--- src/rtl/mp_frame_scheduler.sv ---
// mp_frame_scheduler: frame sequencer for MotionPredict.
// Background training, pixel fetch service, box capture, watchdog.
module mp_frame_scheduler #(
  parameter int WIDTH        = 640,
  parameter int HEIGHT       = 480,
  parameter int TRAIN_FRAMES = 32,
  parameter int TIMEOUT      = 4096,
  parameter int NOT_FOUND    = 2023
) (
  input  logic        i_clk,
  input  logic        i_rst,
  input  logic        i_enable,
  input  logic        i_frame_start,
  output logic        o_rd_req,
  output logic [18:0] o_rd_addr,
  input  logic        i_rd_ack,
  input  logic [39:0] i_rd_data,
  output logic        o_mp_rst_n,
  output logic        o_mp_start,
  input  logic        i_mp_coord_valid,
  input  logic [10:0] i_mp_x,
  input  logic [10:0] i_mp_y,
  output logic [7:0]  o_mp_r,
  output logic [7:0]  o_mp_g,
  output logic [7:0]  o_mp_b,
  output logic [7:0]  o_mp_pix_x,
  output logic [7:0]  o_mp_pix_x2,
  output logic        o_mp_valid,
  input  logic        i_mp_o_valid,
  input  logic [10:0] i_mp_up_y,
  input  logic [10:0] i_mp_down_y,
  input  logic [10:0] i_mp_left_x,
  input  logic [10:0] i_mp_right_x,
  output logic        o_box_valid,
  output logic        o_found,
  output logic [10:0] o_top,
  output logic [10:0] o_bottom,
  output logic [10:0] o_left,
  output logic [10:0] o_right,
  output logic        o_training,
  output logic        o_busy,
  output logic        o_timeout_err,
  output logic [7:0]  o_drop_cnt
);

  typedef enum logic [3:0] {
    S_TRAIN, S_IDLE, S_CLR, S_START, S_WAIT,
    S_FETCH, S_OOR, S_PRESENT, S_DONE, S_ABORT
  } state_t;

  localparam int TW = $clog2(TRAIN_FRAMES + 1);
  localparam int WW = $clog2(TIMEOUT + 1);
  localparam logic [10:0]   XLIM  = 11'(WIDTH);
  localparam logic [10:0]   YLIM  = 11'(HEIGHT);
  localparam logic [10:0]   NF    = 11'(NOT_FOUND);
  localparam logic [TW-1:0] TLAST = TW'(TRAIN_FRAMES - 1);
  localparam logic [WW-1:0] WLAST = WW'(TIMEOUT - 1);

  state_t        state_q, state_d;
  logic [TW-1:0] train_q;
  logic [WW-1:0] wd_q;
  logic [10:0]   x_q, y_q;
  logic          in_range, wd_hit, busy_now, drop_ev;

  assign in_range = (i_mp_x < XLIM) && (i_mp_y < YLIM);
  assign wd_hit   = (wd_q == WLAST);
  assign busy_now = state_q inside {S_CLR, S_START, S_WAIT,
                                   S_FETCH, S_OOR, S_PRESENT, S_DONE};
  assign drop_ev  = i_frame_start &&
                    (busy_now || (state_q == S_IDLE && !i_enable));
  assign o_rd_addr = 19'(y_q) * 19'(WIDTH) + 19'(x_q);

  // Next-state selection; box result beats a coincident coordinate request.
  always_comb begin
    state_d = state_q;
    unique case (state_q)
      S_TRAIN:
        if (i_frame_start && train_q == TLAST) state_d = S_IDLE;
      S_IDLE:
        if (i_frame_start && i_enable) state_d = S_CLR;
      S_CLR:   state_d = S_START;
      S_START: state_d = S_WAIT;
      S_WAIT:
        if (i_mp_o_valid)          state_d = S_DONE;
        else if (i_mp_coord_valid) state_d = in_range ? S_FETCH : S_OOR;
        else if (wd_hit)           state_d = S_ABORT;
      S_FETCH:
        if (i_rd_ack)    state_d = S_PRESENT;
        else if (wd_hit) state_d = S_ABORT;
      S_OOR:     state_d = S_PRESENT;
      S_PRESENT: state_d = S_WAIT;
      S_DONE:    state_d = S_IDLE;
      S_ABORT:   state_d = S_IDLE;
      default:   state_d = S_TRAIN;
    endcase
  end

  // State, counters, latched data and registered Moore outputs.
  always_ff @(posedge i_clk or posedge i_rst) begin
    if (i_rst) begin
      state_q       <= S_TRAIN;
      train_q       <= '0;
      wd_q          <= '0;
      x_q           <= '0;
      y_q           <= '0;
      o_rd_req      <= 1'b0;
      o_mp_rst_n    <= 1'b0;
      o_mp_start    <= 1'b0;
      o_mp_valid    <= 1'b0;
      o_mp_r        <= '0;
      o_mp_g        <= '0;
      o_mp_b        <= '0;
      o_mp_pix_x    <= '0;
      o_mp_pix_x2   <= '0;
      o_box_valid   <= 1'b0;
      o_found       <= 1'b0;
      o_top         <= '0;
      o_bottom      <= '0;
      o_left        <= '0;
      o_right       <= '0;
      o_training    <= 1'b1;
      o_busy        <= 1'b0;
      o_timeout_err <= 1'b0;
      o_drop_cnt    <= '0;
    end else begin
      state_q     <= state_d;
      o_training  <= (state_d == S_TRAIN);
      o_mp_rst_n  <= !(state_d inside {S_CLR, S_ABORT});
      o_mp_start  <= (state_d == S_START);
      o_rd_req    <= (state_d == S_FETCH);
      o_mp_valid  <= (state_d == S_PRESENT);
      o_box_valid <= (state_d == S_DONE);
      o_busy      <= state_d inside {S_CLR, S_START, S_WAIT,
                                     S_FETCH, S_OOR, S_PRESENT, S_DONE};
      if (state_q == S_TRAIN && i_frame_start)
        train_q <= (train_q == TLAST) ? '0 : train_q + 1'b1;
      if (state_d != state_q)
        wd_q <= '0;
      else if (state_q == S_WAIT || state_q == S_FETCH)
        wd_q <= wd_q + 1'b1;
      if (state_d == S_CLR) begin
        x_q <= '0;
        y_q <= '0;
      end
      if (state_q == S_WAIT && state_d inside {S_FETCH, S_OOR}) begin
        x_q <= i_mp_x;
        y_q <= i_mp_y;
      end
      if (state_q == S_WAIT && state_d == S_OOR) begin
        o_mp_r      <= '0;
        o_mp_g      <= '0;
        o_mp_b      <= '0;
        o_mp_pix_x  <= '0;
        o_mp_pix_x2 <= '0;
      end
      if (state_q == S_FETCH && state_d == S_PRESENT) begin
        o_mp_r      <= i_rd_data[39:32];
        o_mp_g      <= i_rd_data[31:24];
        o_mp_b      <= i_rd_data[23:16];
        o_mp_pix_x  <= i_rd_data[15:8];
        o_mp_pix_x2 <= i_rd_data[7:0];
      end
      if (state_q == S_WAIT && state_d == S_DONE) begin
        o_top    <= i_mp_up_y;
        o_bottom <= i_mp_down_y;
        o_left   <= i_mp_left_x;
        o_right  <= i_mp_right_x;
        o_found  <= (i_mp_up_y != NF);
      end
      if (state_d == S_ABORT)
        o_timeout_err <= 1'b1;
      if (drop_ev && o_drop_cnt != 8'hFF)
        o_drop_cnt <= o_drop_cnt + 8'd1;
    end
  end

endmodule

--- config.mk ---
export PLATFORM = sky130hd
export DESIGN_NAME = mp_frame_scheduler
export DESIGN_NICKNAME = d
export VERILOG_FILES = /design/src/rtl/mp_frame_scheduler.sv
export SDC_FILE = /design/constraint.sdc
export NUM_CORES = 1
export LEC_CHECK = 0
export ABC_CLOCK_PERIOD_IN_PS = 8500
export BUFFER_PORTS_ARGS = -buffer_cell sky130_fd_sc_hd__buf_4
export CORE_AREA = 2 2 129 131
export CTS_CLUSTER_DIAMETER = 200
export DETAILED_ROUTE_END_ITERATION = 8
export DIE_AREA = 0 0 131 133
export PLACE_DENSITY = 0.68
export SYNTH_ARGS = -nofsm -noshare
export SYNTH_HDL_FRONTEND = slang
export SYNTH_SLANG_ARGS = --single-unit
--- constraint.sdc ---
create_clock -name i_clk -period 8.5 [get_ports i_clk]
set_clock_uncertainty 0.2 [all_clocks]
set_input_delay 0.425 -clock i_clk [delete_from_list [all_inputs] [get_ports i_clk]]
set_output_delay 0.425 -clock i_clk [all_outputs]
set_load 0.02 [all_outputs]
Yosys cells after proc, flatten, opt, wreduce, memory -nomap -nowiden. Index checks and enable logic that the tools add are counted. Widths: inputs -> output; s select.

Output and inout port bits: 120. Input port bits: 113. Register bits after elaboration: 146.

Reductions and logical operators: 26. Eq/ne operators: 22. Add/sub/neg operators: 4. Magnitude comparators: 2. Multiply operators: 1. Mux-type cells: 20.

Operators with widths (count): $mux 8 (6); $mux 11 (3); $eq 4x3->1 const B (8); $pmux 4 s8 (1); $mux 13 (2); $mux 4 (6); $add 19x11->19 (1); $eq 4x2->1 const B (4); $eq 4x4->1 const B (4); $reduce_bool 7->1 (2); $add 13x1->13 const B (1); $eq 13x12->1 const B (1); $mul 11x3->12 const B (1); $logic_and 1x1->1 (11); $lt 11x10->1 const B (1); $lt 11x9->1 const B (1); $ne 11x11->1 const B (1); $reduce_bool 2->1 (5); $add 8x1->8 const B (1); $logic_not 4->1 (2); $ne 8x8->1 const B (1); $add 6x1->6 const B (1); $eq 6x5->1 const B (1); $mux 6 (1); other kinds (6) (9).

Logic depth before layout (Yosys ltp). Gate-level depths: netlist of run 1.

Depth in word-level cells: 10. Gate-level depth with buffers: 9. Mapped depth without buffers: 9.

Worst setup path before layout of run 1. OpenSTA, ideal clock, no wires.

Path kind: reg-to-output. From: register y_q[1]. To: output o_rd_addr[18]. Buffers on the path: 0. Required time: 7.875 ns. Arrival: 2.839 ns. Path slack: 5.036 ns. Cell stages (with the launch flop): 10. Path through: dfrtp_1 ha_1 ha_1 fa_1 and3_1 o21a_1 o311ai_0 nand4_1 nand3b_1 xor2_1.

Cells in the longest elaborated chain, start to end: 2.

RTL lines: start, declared (line 62) `logic [10:0] x_q, y_q;`; start signal, assigned (line 147) `y_q <= i_mp_y;`; $mul 11x3->12 (line 71) `assign o_rd_addr = 19'(y_q) * 19'(WIDTH) + 19'(x_q);`; $add 19x11->19 (line 71); end, declared (line 15) `output logic [18:0] o_rd_addr,`.

No other way between the ends.

Final worst setup path of run 1. Same ends and word-level chain as after synthesis.

==> results_dict.tcl, run 1 <==
set metrics [dict create \
    status "finished clean" \
    clkLatencyLatePin_ns 0.42 \
    hold_depth 2 \
    diodes 0 \
    yosysUniqueCellTypes 54 \
    yosysSeqAreaShare 0.549 \
    cts_buffers 17 \
    start_util 0.412 \
    gp_congestion 0.799 \
    cts-resized-gates 0 \
    post-route-drc-count 0 \
    fin_crit_sh 0.472 \
    die_area_um2 17400 \
    wl_per_cell_um 15.8 \
    utilization 0.590 \
    root_buffer "clkbuf_16" \
    rr_worst_depth 7 \
    critPathCaptureType "primary output" \
    hold_path.startpoint "i_mp_x[5]" \
    rsz0062_at_grt "no" \
    regToRegSetupSlack_ns 5.35 \
    cp_max_fo 4 \
    die_x_um 131 \
    dpl.hpwl_mm 11.9 \
    relSlewSlack 0.261 \
    rows 47 \
    synth_compound_area_frac 0.129 \
    layout_common_cells "buf_4 (236), nand2_1 (156), dfrtp_1 (145), a22o_1 (62), dlygate4sd3_1 (40)" \
    ant_nets 0 \
    synthXorXnorAreaFrac 0.0487 \
    powerDensity_nw_per_um2 373 \
    layout_setup_ws_ns 4.49 \
    cp-startpoint "y_q[1]" \
    synth_fp_nets 761 \
    synth_top_area_frac 0.545 \
    syn_avg_cell_area_um2 10.7 \
    synth_top_family_by_area "simple AND/OR/NAND/NOR gates" \
    maxCapViolCount 0 \
    hp-class "in -> reg" \
    setup_viol 0 \
    viasPerCell 4.96 \
    synth_area_um2 6660 \
    synth_seq_cells 146 \
    num_vias 5514 \
    vdd_drop_max_mv 0.204 \
    grt_max_degree 76 \
    fin_setup_tns_ns 0 \
    worst_pin_slew_ns 1.11 \
    synth_top_flop_cell "dfrtp_1" \
    stdcell_count 1112 \
    cp.required_ns 7.88 \
    die_h_um 133 \
    port_buffers 232 \
    async_flop_share 1.00 \
    min_period_ns 4.01 \
    p_leak_nw 4.94 \
    worstSetupPathType "reg -> out" \
    final-hold-violation-count 0 \
    dp.cells 1040 \
    slew_viol_final 0 \
    grt_antenna_before_repair 0 \
    layout_commonest_cell "buf_4" \
    clock_sinks 146 \
    wirelength_mm 17.5 \
    total_power_mw 3.56 \
    drt_iter0_drc 244 \
    syn_inst 622 \
    ctsLongestPathBuffers 2 \
    grt_pass1_wl_mm 28.4 \
    synth_top_area_cell "dfrtp_1" \
    htreeDepth 4 \
    start_kind "flip-flop" \
    max_freq_mhz 249 \
    cp.arrival_ns 3.39 \
    synthAdderAreaFrac 0.0511 \
    cts_tree "yes" \
    synthMuxAreaShare 0.00808 \
    overflow 0 \
    grt_use_total 0.208 \
    synth-edff-count 0 \
    final_nets 1018 \
    area_growth_pct 43.2 \
    ys_top_cells_by_area "dfrtp_1 (55%), nand2_1 (8.8%), a22o_1 (8.2%)" \
    synth_warnings 0 \
    core_um2 16200 \
    first_pass_iters 4 \
    first_global_vias 5590 \
    worstReg2RegStart "state_q[3]" \
    cts.clk_slew.worst_paths_ns 0.07 \
    synth-simple-area-share 0.179 \
    pin_count 233 \
    drive_above_1_share 0.317 \
    dp_slack_ns 4.89 \
]
## final timing paths
kind / to
max: o_rd_addr[18]
min: x_q[5]
max reg2reg: o_busy
min reg2reg: o_timeout_err
max in group asynchronous: y_q[9]
min in group asynchronous: o_mp_b[1]
## registers in the layout, indices dropped and copies added (netlist names), 8 cells and up
name / flops
o_left: 11
o_mp_pix_x: 8
o_mp_r: 8
o_drop_cnt: 8
wd_q: 13
o_top: 11
o_right: 11
o_mp_b: 8
y_q: 11
o_mp_pix_x2: 8
o_mp_g: 8
x_q: 11
o_bottom: 11
## kinds of logic after synthesis
kind of cell / after synthesis
multiplexers: 5
AO/OA/AOI/OAI: 106
XOR/XNOR: 37
AND/OR/NAND/NOR: 255
adder cells (fa/ha/maj): 26
flip-flops: 146
buffers and inverters: 47
## layer usage
layer | vias to the layer above | global-route usage | part of all wire
li1 | 2669 | - | -
met1 | 2644 | 0.281 | 0.45
met2 | 178 | 0.313 | 0.46
met3 | 23 | 0.0772 | 0.074
met4 | 0 | 0.0591 | 0.016
met5 | - | 0 | 0
## cells in the mapped netlist (6+ instances only)
library cell / instances
inv_1: 9
a21oi_1: 11
xnor2_1: 26
nand4_1: 11
nand2_1: 156
o21ai_0: 10
ha_1: 24
buf_4: 7
nor2b_1: 6
and3_1: 6
clkbuf_1: 20
nand3_1: 12
nor2_1: 23
dfrtp_1: 145
nand2b_1: 6
a22o_1: 62
xor2_1: 11
## through the flow
stage / area, um^2 / hold slack, ns
after floorplan: 6660 / 0.264
after global placement: 8530 / 0.253
after detailed placement: 8530 / 0.249
after CTS: 9530 / 0.000758
after global routing: 9530 / 0.00303
final: 9530 / 0.0187
## worst max-delay path: stages (launching register included)
cell and delay [ns]:
dfrtp_1 0.41, ha_1 0.30, ha_1 0.22, fa_1 0.40, and3_1 0.22, o21a_1 0.20
o311ai_0 0.53, nand4_1 0.18, nand3b_1 0.20, xor2_1 0.15, buf_4 0.16
## cell type report
type	count	area (um^2)
Sequential cell	146	3650
Timing Repair Buffer	276	2170
Clock buffer	18	439
Clock inverter	14	168
Fill cell	1346	6640
Tap cell	220	275
Inverter	9	38.8
Multi-Input combinational cell	429	2790
## power breakdown
part | leakage [nW] | internal [mW] | switching, mW
registers | 1.88 | 0.964 | 0.192
clock network | 0.292 | 0.450 | 0.316
logic | 2.77 | 0.720 | 0.914
total | 4.94 | 2.13 | 1.42
## repair_timing
item | CTS | global route
setup buffers | 0 | 0
hold endpoints to repair | 112 | 0
hold buffers | 40 | 0
Power figures use the tool's default switching activity.
==> run 2: changes to the inputs <==
==> config.mk (replaced) <==
export PLATFORM = sky130hd
export DESIGN_NAME = mp_frame_scheduler
export DESIGN_NICKNAME = d
export VERILOG_FILES = /design/src/rtl/mp_frame_scheduler.sv
export SDC_FILE = /design/constraint.sdc
export NUM_CORES = 1
export LEC_CHECK = 0
export ABC_AREA = 1
export ABC_CLOCK_PERIOD_IN_PS = 3750
export BUFFER_PORTS_ARGS = -buffer_cell sky130_fd_sc_hd__buf_4
export CORE_AREA = 2 2 135 137
export CTS_CLUSTER_DIAMETER = 200
export DETAILED_ROUTE_END_ITERATION = 8
export DIE_AREA = 0 0 137 139
export PLACE_DENSITY = 0.67
export SYNTH_ARGS = -nofsm -noshare
export SYNTH_HDL_FRONTEND = slang
export SYNTH_SLANG_ARGS = --single-unit
==> constraint.sdc (replaced) <==
create_clock -name i_clk -period 3.75 [get_ports i_clk]
set_clock_uncertainty 0.2 [all_clocks]
set_input_delay 0.1875 -clock i_clk [delete_from_list [all_inputs] [get_ports i_clk]]
set_output_delay 0.1875 -clock i_clk [all_outputs]
set_load 0.02 [all_outputs]
==> run 2 against run 1 <==
Compared with the run above: synthesized cell count is 36% higher; sequential share of layout area down 4.6 points; critical endpoint unchanged; global-route usage increased by 1.8 points; clock-buffer cell count grew 3; largest cell class unchanged; critical path type unchanged; clock power up 130%; highest routed layer unchanged; via count increased by 25%.
==> results_dict.tcl, run 2 <==
set metrics [dict create \
    status "finished clean" \
    cts.clk_slew.worst_paths_ns 0.06 \
    final_nets 1314 \
    max_freq_mhz 299 \
    ys_top_cells_by_area "dfrtp_1 (50%), nand2_1 (17%), nand3_1 (4.6%)" \
    drt_iter0_drc 309 \
    root_buffer "clkbuf_16" \
    p_sw_mw 3.37 \
    synth_warnings 0 \
    clock_sinks 146 \
    first_global_vias 7216 \
    pin_count 233 \
    synth_area_um2 7230 \
    synth_top_area_frac 0.502 \
    grt_antenna_before_repair 1 \
    grt_max_degree 89 \
    worstSetupPathType "reg -> out" \
    async_flop_share 1.00 \
    die_area_um2 19000 \
    start_util 0.410 \
    final-hold-violation-count 0 \
    overflow 0 \
    total_power_mw 8.14 \
    vdd_drop_max_mv 0.747 \
    yosysSeqAreaShare 0.505 \
    rsz0062_at_grt "no" \
    cp_max_fo 4 \
    htreeDepth 4 \
    ctsLongestPathBuffers 2 \
    final_area_um2 10800 \
    setup_viol 0 \
    post-route-drc-count 0 \
    die_x_um 137 \
    p_comb_frac 0.475 \
    p_seq_frac 0.312 \
    first_pass_iters 4 \
    cp.arrival_ns 2.96 \
    min_period_ns 3.35 \
    p_int_mw 4.77 \
    synth-edff-count 0 \
    cts_setup_buffers 0 \
    maxCapViolCount 0 \
    hp-class "in -> reg" \
    area_growth_pct 50.0 \
    synth-simple-area-share 0.310 \
    synth_top_area_cell "dfrtp_1" \
    cts_tree "yes" \
    synthMuxAreaShare 0.00138 \
    layout_commonest_cell "nand2_1" \
    viasPerCell 4.85 \
    switching_share 0.414 \
    cts_buffers 17 \
    synth_compound_area_frac 0.0289 \
    critPathCaptureType "primary output" \
    grt_use_total 0.226 \
    core_um2 17700 \
    num_vias 6869 \
    dpl.hpwl_mm 13.6 \
    start_kind "flip-flop" \
    synth_top_flop_cell "dfrtp_1" \
    synthXorXnorAreaFrac 0.0412 \
    port_buffers 232 \
    yosysMostFrequentCell "nand2_1" \
    worst_pin_slew_ns 0.692 \
    slew_viol_final 0 \
    synth_common_cells "nand2_1 (321), dfrtp_1 (145), nand3_1 (67)" \
    layout_common_cells "nand2_1 (321), buf_4 (239), dfrtp_1 (145), dlygate4sd3_1 (112), nand3_1 (67)" \
    fin_crit_sh 0.892 \
    ant_nets 0 \
    dpl_cell_area_um2 9110 \
    gp_congestion 0.883 \
    synth_fp_nets 984 \
    power.clock.fraction 0.212 \
    syn_inst 845 \
    timing.hold.ws_ns 0.0155 \
    p_leak_nw 5.86 \
    syn_avg_cell_area_um2 8.56 \
    wl_per_cell_um 14.7 \
    relSlewSlack 0.539 \
    clkLatencyLatePin_ns 0.42 \
    largest_reg_flops 13 \
    yosysUniqueCellTypes 44 \
    grt_pass1_wl_mm 34.5 \
    die_h_um 139 \
    rows 49 \
    top_register "wd_q" \
    synthAdderAreaFrac 0.0471 \
    drive_above_1_share 0.265 \
    cp.required_ns 3.36 \
    powerDensity_nw_per_um2 750 \
    synth_seq_cells 146 \
    synth_top_family_by_area "simple AND/OR/NAND/NOR gates" \
    fin_setup_tns_ns 0 \
    wirelength_mm 20.8 \
]
==> run 2: final timing paths <==
path / start / end / slack (ns) / depth (start not counted)
min in group asynchronous: i_rst / o_left[7] / 0.21 / 3
max: y_q[1] / o_rd_addr[18] / 0.40 / 13
max reg2reg: state_q[3] / y_q[4] / 0.82 / 13
min reg2reg: o_right[8] / o_right[8] / 0.28 / 2
min: i_mp_coord_valid / state_q[0] / 0.02 / 4
max in group asynchronous: i_rst / o_top[2] / 2.26 / 4
==> run 2: logic make-up (layout without fill, tap and decap cells) <==
family,Yosys count,count (layout)
AND/OR/NAND/NOR,492,492
flip-flops,146,146
AO/OA/AOI/OAI,36,36
buffers and inverters,110,451
multiplexers,1,1
other,0,1
adder cells (fa/ha/maj),26,26
XOR/XNOR,34,34
==> run 2: layer usage <==
metal / vias up / track usage / part of all wire / wire, um
met5: - / 0 / 0 / 0
met4: 0 / 0.0808 / 0.026 / 551
met3: 51 / 0.0621 / 0.068 / 1430
met2: 231 / 0.379 / 0.49 / 10200
met1: 3221 / 0.277 / 0.42 / 8660
li1: 3366 / - / - / -
==> run 2: what timing repair did <==
item / CTS / global route
setup endpoints to repair: 0 / 1
hold endpoints to repair: 136 / 0
resized for setup: 0 / 1
hold buffers: 112 / 0
==> run 2: critical path, stage by stage (launching register included) <==
cell and delay [ns]:
dfrtp_1 0.41, ha_1 0.31, ha_1 0.24, fa_1 0.42, xor2_1 0.22, nand2_1 0.10, inv_1 0.06, nand3_1 0.12
nor3_2 0.29, nand3_1 0.11, nand2_1 0.07, nand2_1 0.04, inv_1 0.04, buf_4 0.13
==> run 2: layout make-up <==
type / instances / area (um^2)
antenna: 1 / 2.50
clock buffer: 21 / 470
clock inverter: 9 / 131
fill: 1456 / 6810
inverter: 69 / 263
multi-input combinational: 589 / 3100
sequential: 146 / 3650
tap: 229 / 287
timing repair buffer: 352 / 2940
==> run 2: through the flow <==
step	setup slack (ns)	utilization	std cells
floorplan	0.901	-	845
detailed placement	0.706	0.516	1273
CTS	0.248	0.614	1415
global route	0.118	0.614	1416
finish	0.404	0.614	1416
global placement	0.746	0.516	1273
==> run 2: power groups by stage <==
stage | Clock, mW | Sequential (mW) | Combinational, mW
final | 1.73 | 2.54 | 3.87
after global routing | 1.82 | 2.61 | 4.25
after CTS | 1.75 | 2.53 | 3.85
after detailed placement | 0 | 2.54 | 3.74
after global placement | 0 | 2.53 | 3.70
after floorplan | 0 | 2.93 | 1.98
==> run 3: changes to the inputs <==
--- a/config.mk
+++ b/config.mk
@@ -8,11 +8,12 @@
 export ABC_AREA = 1
 export ABC_CLOCK_PERIOD_IN_PS = 3750
 export BUFFER_PORTS_ARGS = -buffer_cell sky130_fd_sc_hd__buf_4
-export CORE_AREA = 2 2 135 137
+export CORE_AREA = 2 2 126 128
 export CTS_CLUSTER_DIAMETER = 200
 export DETAILED_ROUTE_END_ITERATION = 8
-export DIE_AREA = 0 0 137 139
-export PLACE_DENSITY = 0.67
+export DIE_AREA = 0 0 128 130
+export GPL_TIMING_DRIVEN = 0
+export PLACE_DENSITY = 0.75
 export SYNTH_ARGS = -nofsm -noshare
 export SYNTH_HDL_FRONTEND = slang
 export SYNTH_SLANG_ARGS = --single-unit
==> run 3 against run 2 <==
Compared with the run above: routed wire length increased by 9.9%; clock power decreased by 10%; global-route usage is 5.1 points higher; maximum frequency shrank 1.5%; final cell count up 0.21%; core utilization rose by 9.9 points; largest power group unchanged; design area increased by 1.4%; combinational power is 5.9% higher; via count is 6.8% higher; sequential share of layout area decreased by 0.47 points; critical path type unchanged; clock-buffer cell count rose by 3.
==> results_dict.tcl, run 3 (synthesis gave the netlist of run 2 again) <==
set metrics [dict create \
    post-route-drc-count 0 \
    multiInputGateArea_um2 3110 \
    clock_sinks 146 \
    r2r-end "o_mp_pix_x2[7]" \
    worst_pin_slew_ns 0.519 \
    hold_depth 4 \
    min_period_ns 3.40 \
    rsz0062_at_grt "no" \
    cts_buffers 17 \
    die_x_um 128 \
    cts_tree "yes" \
    rows 46 \
    powerDensity_nw_per_um2 746 \
    cts.clk_slew.worst_paths_ns 0.05 \
    max_freq_mhz 294 \
    critPathCaptureType "primary output" \
    grt_use_total 0.277 \
    first_pass_iters 5 \
    final_nets 1355 \
    maxCapViolCount 0 \
    register_area_um2 3650 \
    htreeDepth 4 \
    fin_crit_sh 0.906 \
    final.fill_count 1062 \
    timing.hold.ws_ns 0.0140 \
    layout_common_cells "nand2_1 (321), buf_4 (243), dfrtp_1 (145), dlygate4sd3_1 (116), nand3_1 (67)" \
    final-hold-violation-count 0 \
    utilization 0.713 \
    grt_antenna_before_repair 0 \
    min_to "o_drop_cnt[2]" \
    vdd_drop_max_mv 0.442 \
    root_buffer "clkbuf_16" \
    ctsLongestPathBuffers 2 \
    slew_viol_final 0 \
    relSlewSlack 0.654 \
    pin_count 233 \
    cp.required_ns 3.36 \
    largest_reg_flops 13 \
    worstReg2RegStart "wd_q[0]" \
    drt_iter0_drc 352 \
    dpl.hpwl_mm 14.3 \
    layout_commonest_cell "nand2_1" \
    overflow 0 \
    die_h_um 130 \
    stdcell_count 1419 \
    rr_worst_depth 13 \
    final_area_um2 11000 \
    cp_max_fo 4 \
    wirelength_mm 22.9 \
    hold_path.startpoint "i_enable" \
    p_leak_nw 5.95 \
    dpl_cell_area_um2 9300 \
    dp.cells 1273 \
    grt_max_degree 42 \
    diodes 0 \
    num_vias 7336 \
    grt_pass1_wl_mm 36.1 \
    gp_congestion 0.840 \
    regToRegSetupSlack_ns 1.41 \
    drive_above_1_share 0.262 \
    viasPerCell 5.17 \
    top_register "wd_q" \
    setup_viol 0 \
    clkLatencyLatePin_ns 0.41 \
    fin_setup_tns_ns 0 \
    start_util 0.469 \
    worstSetupPathType "reg -> out" \
    ant_nets 0 \
    hp-class "in -> reg" \
    die_area_um2 16600 \
    dp_slack_ns 0.657 \
    area_growth_pct 52.1 \
    port_buffers 232 \
    first_global_vias 7514 \
    core_um2 15400 \
    layout_setup_ws_ns 0.354 \
    cp.arrival_ns 3.01 \
    wl_per_cell_um 16.1 \
    start_kind "flip-flop" \
    status "finished clean" \
    total_power_mw 8.21 \
]
-- run 3: cell types whose count changed in the layout (fill, tap and decap cells not counted), moves of 2 or more --
cell,before,now
clkbuf_1,1,25
buf_1,0,5
buf_4,239,243
dlygate4sd3_1,112,116
buf_12,1,4
buf_6,0,3
buf_2,0,2
bufinv_16,3,1
clkinv_2,2,4
clkinvlp_4,4,2
-- run 3: cell type report --
type	count	area share
flip-flops and latches	146	0.332
multi-input cells	589	0.283
repair buffers	352	0.271
clock buffers	24	0.0429
inverters	69	0.0239
well taps	192	0.0218
plain buffers	41	0.0200
clock inverters	6	0.00523
-- run 3: how the worst max path moves through the flow --
stage | startpoint | to | slack [ns] | cells past startpoint
2_1_floorplan | y_q[1] | o_rd_addr[16] | 0.90 | 9
3_3_place_gp | i_rst | x_q[1] | 0.61 | 2
3_5_place_dp | y_q[1] | o_rd_addr[18] | 0.66 | 13
4_1_cts | y_q[1] | o_rd_addr[18] | 0.20 | 13
5_1_grt | y_q[1] | o_rd_addr[18] | 0.04 | 13
6_report | y_q[1] | o_rd_addr[18] | 0.35 | 13
-- run 3: power by group --
group	internal [mW]	switching [mW]	total (mW)
sequential	2.13	0.424	2.56
clock	0.935	0.612	1.55
combinational	1.65	2.45	4.10
-- run 3: timing repair --
| action | in CTS | in global routing |
|---|---|---|
| endpoints found under the hold margin | 186 | 0 |
| resized for setup | 0 | 2 |
| setup buffers | 0 | 0 |
| endpoints found under the setup margin | 0 | 1 |
| hold buffers | 116 | 0 |
-- run 3: worst max-delay path, stage by stage (launching register included) --
cell and delay [ns]:
dfrtp_1 0.41, ha_1 0.32, ha_1 0.24, fa_1 0.42, xor2_1 0.23, nand2_1 0.10
inv_1 0.06, nand3_1 0.15, nor3_4 0.24, nand3_1 0.10, nand2_1 0.07, nand2_1 0.04
inv_1 0.06, buf_4 0.13
-- run 3: per-layer routing --
layer	up-vias	track usage	routed length [um]
met4	0	0.158	1130
met3	89	0.0681	1520
li1	3447	-	-
met1	3459	0.320	8920
met5	-	0	0
met2	341	0.475	11300
